## config.mk

```make
export PLATFORM = sky130hd
export DESIGN_NAME = tank_fill_controller
export DESIGN_NICKNAME = d
export VERILOG_FILES = /design/src/rtl/tank_pkg.sv /design/src/rtl/sensor_debounce.sv /design/src/rtl/tank_fill_controller.sv
export SDC_FILE = /design/constraint.sdc
export NUM_CORES = 1
export LEC_CHECK = 0
export CORE_MARGIN = 2
export CORE_UTILIZATION = 55
export CTS_CLUSTER_SIZE = 25
export DETAILED_ROUTE_END_ITERATION = 8
export GPL_TIMING_DRIVEN = 0
export PLACE_DENSITY = 0.75
export SLEW_MARGIN = 20
export SYNTH_ARGS = -nofsm -noshare
export SYNTH_HDL_FRONTEND = slang
export SYNTH_SLANG_ARGS = --single-unit
```

## constraint.sdc

```tcl
create_clock -name clock -period 2.1 [get_ports clock]
set_input_delay 0.42 -clock clock [delete_from_list [all_inputs] [get_ports clock]]
set_output_delay 0.42 -clock clock [all_outputs]
set_load 0.02 [all_outputs]
```

## src/rtl/tank_pkg.sv

```systemverilog
// Shared types, level codes and sensor-combination helpers for the tank fill controller.
package tank_pkg;

  typedef enum logic [1:0] {
    IDLE    = 2'd0,
    FILLING = 2'd1,
    FAULT   = 2'd2
  } tankState_t;

  localparam logic [1:0] LEVEL_EMPTY  = 2'd0;
  localparam logic [1:0] LEVEL_LOW    = 2'd1;
  localparam logic [1:0] LEVEL_MEDIUM = 2'd2;
  localparam logic [1:0] LEVEL_HIGH   = 2'd3;

  // Sensors are stacked, so only "filled from the bottom" patterns are physical.
  function automatic logic validCombo(input logic h, input logic m, input logic l);
    return (!h && !m) || (!h && m && l) || (h && m && l);
  endfunction

  function automatic logic [1:0] levelOf(input logic h, input logic m, input logic l);
    logic [1:0] code;
    code = LEVEL_EMPTY;
    if (h)      code = LEVEL_HIGH;
    else if (m) code = LEVEL_MEDIUM;
    else if (l) code = LEVEL_LOW;
    return code;
  endfunction

endpackage

```

## src/rtl/sensor_debounce.sv

```systemverilog
// Two-flop synchroniser followed by a consecutive-disagreement debounce counter for one sensor bit.
module sensor_debounce
  import tank_pkg::*;
#(
  parameter int unsigned DEBOUNCE_CYCLES = 16
) (
  input  logic clock,
  input  logic reset,
  input  logic raw,
  output logic filtered
);

  localparam int unsigned CW = $clog2(DEBOUNCE_CYCLES + 1);

  logic          syncA;
  logic          syncB;
  logic [CW-1:0] count;

  always_ff @(posedge clock or posedge reset) begin
    if (reset) begin
      syncA    <= 1'b0;
      syncB    <= 1'b0;
      count    <= '0;
      filtered <= 1'b0;
    end else begin
      syncA <= raw;
      syncB <= syncA;
      if (syncB != filtered) begin
        if (count == CW'(DEBOUNCE_CYCLES - 1)) begin
          filtered <= syncB;
          count    <= '0;
        end else begin
          count <= count + 1'b1;
        end
      end else begin
        count <= '0;
      end
    end
  end

endmodule

```

## src/rtl/tank_fill_controller.sv

```systemverilog
// Tank inlet/pump sequencer: debounced level sensors, fill FSM, dry-run lockout.
// Optional fill watchdog enabled by defining TANK_FILL_WATCHDOG_EN.
module tank_fill_controller
  import tank_pkg::*;
#(
  parameter int unsigned DEBOUNCE_CYCLES = 16,
  parameter int unsigned FILL_TIMEOUT    = 1000
) (
  input  logic       clock,
  input  logic       reset,
  input  logic       highLevel,
  input  logic       mediumLevel,
  input  logic       lowLevel,
  input  logic       supplyRequest,
  input  logic       faultClear,
  output logic       valveIn,
  output logic       pumpOn,
  output logic [1:0] levelCode,
  output logic       sensorError,
  output logic       fault
);

  localparam int unsigned SW = $clog2(DEBOUNCE_CYCLES + 1);

  logic          filtH;
  logic          filtM;
  logic          filtL;
  logic          filtLPrev;
  logic          settle;
  logic [SW-1:0] settleCnt;
  logic          dryLock;
  logic          fillTimeout;
  tankState_t    state;
  tankState_t    stateNext;

  sensor_debounce #(.DEBOUNCE_CYCLES(DEBOUNCE_CYCLES)) uDebH (
    .clock(clock), .reset(reset), .raw(highLevel), .filtered(filtH)
  );
  sensor_debounce #(.DEBOUNCE_CYCLES(DEBOUNCE_CYCLES)) uDebM (
    .clock(clock), .reset(reset), .raw(mediumLevel), .filtered(filtM)
  );
  sensor_debounce #(.DEBOUNCE_CYCLES(DEBOUNCE_CYCLES)) uDebL (
    .clock(clock), .reset(reset), .raw(lowLevel), .filtered(filtL)
  );

  always_ff @(posedge clock or posedge reset) begin
    if (reset) begin
      settleCnt <= '0;
      settle    <= 1'b0;
    end else if (!settle) begin
      if (settleCnt == SW'(DEBOUNCE_CYCLES - 1)) settle <= 1'b1;
      else                                       settleCnt <= settleCnt + 1'b1;
    end
  end

  always_ff @(posedge clock or posedge reset) begin
    if (reset) begin
      levelCode   <= LEVEL_EMPTY;
      sensorError <= 1'b0;
    end else if (validCombo(filtH, filtM, filtL)) begin
      levelCode   <= levelOf(filtH, filtM, filtL);
      sensorError <= 1'b0;
    end else begin
      sensorError <= 1'b1;
    end
  end

`ifdef TANK_FILL_WATCHDOG_EN
  localparam int unsigned TW = $clog2(FILL_TIMEOUT + 1);
  logic [TW-1:0] fillCnt;

  always_ff @(posedge clock or posedge reset) begin
    if (reset) begin
      fillCnt <= '0;
    end else if (state != FILLING && stateNext == FILLING) begin
      fillCnt <= '0;
    end else if (state == FILLING && fillCnt != TW'(FILL_TIMEOUT)) begin
      fillCnt <= fillCnt + 1'b1;
    end
  end

  assign fillTimeout = (state == FILLING) && (fillCnt == TW'(FILL_TIMEOUT - 1));
`else
  // Constant zero; the term only keeps the parameter referenced in this build.
  assign fillTimeout = 1'b0 & (FILL_TIMEOUT == 0);
`endif

  always_comb begin
    stateNext = state;
    case (state)
      IDLE: begin
        if (sensorError)           stateNext = FAULT;
        else if (settle && !filtM) stateNext = FILLING;
      end
      FILLING: begin
        if (sensorError)      stateNext = FAULT;
        else if (filtH)       stateNext = IDLE;
        else if (fillTimeout) stateNext = FAULT;
      end
      FAULT: begin
        if (faultClear && !sensorError) stateNext = IDLE;
      end
      default: stateNext = IDLE;
    endcase
  end

  // Outputs are registered from the next state so they change on the transition edge.
  always_ff @(posedge clock or posedge reset) begin
    if (reset) begin
      state     <= IDLE;
      valveIn   <= 1'b0;
      fault     <= 1'b0;
      pumpOn    <= 1'b0;
      filtLPrev <= 1'b0;
      dryLock   <= 1'b0;
    end else begin
      state     <= stateNext;
      valveIn   <= (stateNext == FILLING);
      fault     <= (stateNext == FAULT);
      pumpOn    <= supplyRequest && filtL && !dryLock && settle && (stateNext != FAULT);
      filtLPrev <= filtL;
      if (filtM)                             dryLock <= 1'b0;
      else if (pumpOn && filtLPrev && !filtL) dryLock <= 1'b1;
    end
  end

endmodule

```

# [Yosys cells after proc, flatten, opt, wreduce, memory -nomap -nowiden]
# Index checks and enable logic that the tools add are counted.
# W data, S select, Z words.
[word_totals] inputBits=7 register_bits=40
[op_classes] reduce_logical=26 muxes=20 add_sub_neg=4 eq_ne=12 bitwise_logic=2
[op_table] operator="$mux W5" n=6
[op_table] operator="$add A5 B1 Y5 const B" n=4
[op_table] operator="$eq A5 B4 Y1 const B" n=4
[op_table] operator="$mux W2" n=7
[op_table] operator="$logic_and A1 B1 Y1" n=13
[op_table] operator="$reduce_and A2 Y1" n=4
[op_table] operator="$mux W1" n=6
[op_table] operator="$pmux W2 S3" n=1
[op_table] operator="$logic_not A1 Y1" n=5
[op_table] operator="$eq A2 B1 Y1 const B" n=2
[op_table] operator="$eq A2 B2 Y1 const B" n=2
[op_table] operator="$ne A1 B1 Y1" n=3
[op_table] operator="$logic_not A2 Y1" n=1
[op_table] operator="$logic_or A1 B1 Y1" n=2
[op_table] operator="$ne A2 B2 Y1 const B" n=1
[op_table] operator="$not A1 Y1" n=2
[op_table] operator="$reduce_bool A2 Y1" n=1

# [Depth between registers and ports, before layout]
[logic_depth] word_depth=7 depth_mapped=7 ltp_nobuf=7

# [By module]
# Synthesis repeated with hierarchy kept, for this count alone.
[unflattened] hier_cells=124 hier_area_um2=1570.3
[by_module_without_submodules] module="sensor_debounce" cells_per_inst=24 area_each_um2=307.8 n_inst=3
[by_module_without_submodules] module="tank_fill_controller" cells_per_inst=52 area_each_um2=646.9 n_inst=1

# [Least setup slack after synthesis]
# Ideal clock, no wire load.
[synth_path] path_type="reg2reg" start="register settleCnt[0]" end="register settleCnt[1]" stages_incl_launch_ff=6 t_arrival_ns=1.447 t_required_ns=1.975 setup_ns=0.125 path_slack_ns=0.529 path_cell_list="dfrtp_1 > ha_1 > and3_1 > ha_1 > nor2_1 > mux2_2"
[synth_via] elab_chain_len=3 word_cells_on_any_way=4 classes_between="add/sub (1); eq/ne (1); bitwise (1); reduce/logical (1)"
[synth_lines] element="start: declaration" line="tank_fill_controller.sv:30" rtl="logic [SW-1:0] settleCnt;"
[synth_lines] element="start signal: assignment" line="tank_fill_controller.sv:52" rtl="else settleCnt <= settleCnt + 1'b1;"
[synth_lines] element="branches (longest 3 deep; another with $add A5 B1 Y5)"
# Parallel ways; which one is timed is not known.
# A chain may end at the register's enable or synchronous reset.

# [Final worst setup path]
[layout_path] start="register sensorError" end="output port sensorError"
[layout_rtl] element="start: declaration" line="tank_fill_controller.sv:19" rtl="output logic sensorError,"
[layout_rtl] element="start signal: assignment" line="tank_fill_controller.sv:59" rtl="sensorError <= 1'b0;"
[layout_rtl] element="start signal: assignment" line="tank_fill_controller.sv:62" rtl="sensorError <= 1'b0;"
[layout_rtl] element="start signal: assignment" line="tank_fill_controller.sv:64" rtl="sensorError <= 1'b1;"
# No word-level cell between the ends.

==> reports/qor.yml <==
drt:
  ant_nets: 0
  wl_per_cell_um: 12.1
  drc_errors: 0
  dr.pass1.iters: 4
  wl_um: 2090
  via_count: 895
  vias_per_cell: 5.17
  drt_iter0_drc: 29
cts:
  post-cts-setup-buffer-count: 0
  htree_levels: 2
  cts_tree: "built"
  post_cts_resized: 0
  clkSinkCount: 40
  cts_root_buf: "clkbuf_4"
  cts-buffers-inserted: 5
  clk_latency_ns: 0.35
  cts.clk_slew.worst_paths_ns: 0.12
  clock_path_buffers: 2
  hold_buffers: 0
floorplanning:
  die_area_um2: 3280
  start_util_pct: 57.1
  io_pins: 13
  die_h_um: 57.3
  die_w_um: 57.3
  fp-row-count: 19
  fp.coreArea_um2: 2730
setup_path:
  timing.rr.start: "settleCnt[0]$_DFFE_PP0P_"
  arrival_ns: 1.44
  crit_type: "reg -> out"
  cp.buffers_inverters: 1
  path_cells: "clkdlybuf4s50_1"
  start_kind: "register"
  cp_max_fo: 5
  cp_slowest_cell: "clkdlybuf4s50_1"
  cp-startpoint: "sensorError$_DFF_PP0_"
  max_stage_delay_ns: 0.64
  critPathCaptureType: "output pin"
  critPathTopFamily: "buffers and inverters"
  required_ns: 1.68
sta:
  fmax_mhz: 537
  finalClockSkew_ns: 0.0150
  hold_viol: 0
  min_period_over_period_pct: 88.7
  slew_violations: 0
  slew_headroom_pct: 47.5
  layout_min_cycle_time_ns: 1.86
  finalSetupViolations: 0
  fin_setup_tns_ns: 0
  grt_setup_unrepaired: "no"
  tightest_slew_ns: 0.786
synth:
  synth_top_area_cell: "dfrtp_1"
  syn_nets: 134
  netlist_instances: 122
  synth-seq-cells: 40
  yosysTopAreaCellShare_pct: 64.1
  ys_warn_count: 0
  netlist_area_um2: 1560
  synthTopCellsByArea: "dfrtp_1 (64%), xor2_1 (4.5%), ha_1 (4.0%), nor2_1 (3.8%), mux2_2 (3.6%)"
  synth-seq-area-share_pct: 64.1
  synth.avg_cell_area_um2: 12.8
  synth.distinct_cells: 25
cells_and_area:
  layout_commonest_cell: "dfrtp_1"
  final_nets: 153
  areaGrowthSynthToFinish_pct: 15.1
  drive_gt1_share_pct: 14.1
  stdcell_count: 173
  mostFrequentLayoutCells: "dfrtp_1 (40), nor2_1 (16), clkdlybuf4s50_1 (12)"
  antenna_cells: 0
pwr:
  p_seq_share_pct: 58.9
  ir_worst_vdd_mv: 0.707
  clkPwrFrac_pct: 35.7
  leakage_nw: 0.854
  p_sw_share_pct: 21.8
  p_sw_mw: 0.301
  p_per_area_nw_per_um2: 769
  p_comb_share_pct: 5.4
  p_int_mw: 1.08
min_path:
  holdCritPathClass: "reg -> reg"
  hold_start: "uDebM.syncA$_DFF_PP0_"
placement:
  hpwl_um: 1470
  dp.cells: 165
  port_buffers: 12
  globalplace.congestion: 0.716
status:
  outcome: "complete, no violations"
grt:
  overflow: 0
  grt_start_max_net_pins: 41
  grt_pass1_vias: 864
  grt_pass1_wl_um: 3640
  grtUsageTotal_pct: 15.3
  antenna_found_initial: 0
job:
  maxCapViolations: 0
final cells by class:
class	count	area, µm²
plain buffers	2	15.0
clock buffers	6	41.3
clock inverters	2	35.0
fillers	222	937
inverters	7	26.3
multi-input cells	73	519
flip-flops and latches	40	1000
well taps	31	38.8
repair buffers	12	120
per-stage QoR:
stage	util [%]	setup WS [ns]	total power [mW]	instance area [µm²]	hold WS, ns
floorplan	-	0.529	0.873	1560	0.331
global placement	62.9	0.0362	0.900	1720	0.332
detailed placement	62.9	0.433	0.905	1720	0.336
CTS	65.7	0.225	1.40	1800	0.361
global route	65.7	0.164	1.45	1800	0.372
finish	65.7	0.238	1.38	1800	0.355
kinds of logic (layout without fill, tap and decap cells):
| group | after synthesis | in the layout | synth area share [%] |
|---|---|---|---|
| DFF | 40 | 40 | 64.1 |
| and+or+nand+nor | 39 | 39 | 12.8 |
| xor gates and xnor gates | 13 | 13 | 8.25 |
| AOI/OAI and AO/OA | 11 | 11 | 4.57 |
| buffers and inverters | 9 | 29 | 2.64 |
| adders and majority gates | 5 | 5 | 4.01 |
| muxes | 5 | 5 | 3.61 |
synthesized netlist by cell type (all sizes together):
cell and n:
nor3 2, mux2 5, a2bb2oi 2, ha 5
o21ai 4, nand4 1, inv 7, xor2 10
and2 4, a31oi 1, buf 2, nand3 6
a21oi 3, nor2b 2, nand2 3, dfrtp 40
o22ai 1, and3 4, nor2 16, nor4 1
xnor2 3
registers in the layout, summed over array words and instances, names as in the netlist:
register,cells
settleCnt,5
uDebM.filtered,1
uDebM.syncB,1
uDebH.syncA,1
uDebH.count,5
filtLPrev,1
valveIn,1
uDebH.syncB,1
fault,1
sensorError,1
dryLock,1
uDebH.filtered,1
uDebL.count,5
uDebL.syncB,1
settle,1
pumpOn,1
levelCode,2
uDebL.syncA,1
state,2
uDebL.filtered,1
uDebM.count,5
uDebM.syncA,1
power groups by stage:
stage                     Combinational, mW  Clock, mW  Sequential [mW]
after floorplan                      0.0446          0            0.829
after global placement               0.0726          0            0.827
after detailed placement             0.0763          0            0.828
after CTS                            0.0768      0.507            0.813
after global routing                 0.0863      0.543            0.817
final                                0.0744      0.494            0.813
worst paths after layout:
kind                       cells past startpoint                  endpoint  slack [ns]
max in group asynchronous                      2     uDebM.syncA$_DFF_PP0_        1.07
min                                            0     uDebM.syncB$_DFF_PP0_        0.36
min in group asynchronous                      2     uDebL.syncA$_DFF_PP0_        0.53
max reg2reg                                    5  settleCnt[1]$_DFFE_PP0P_        0.40
min reg2reg                                    0     uDebM.syncB$_DFF_PP0_        0.36
max                                            1               sensorError        0.24
per-layer routing:
layer	track usage, %	part of all wire [%]	vias to the layer above
met5	0	0	-
met1	19.7	45	431
met4	9.97	3.0	0
li1	-	-	442
met3	4.76	3.9	8
met2	22.5	48	14
No activity file was read; power rests on OpenSTA's default activity.
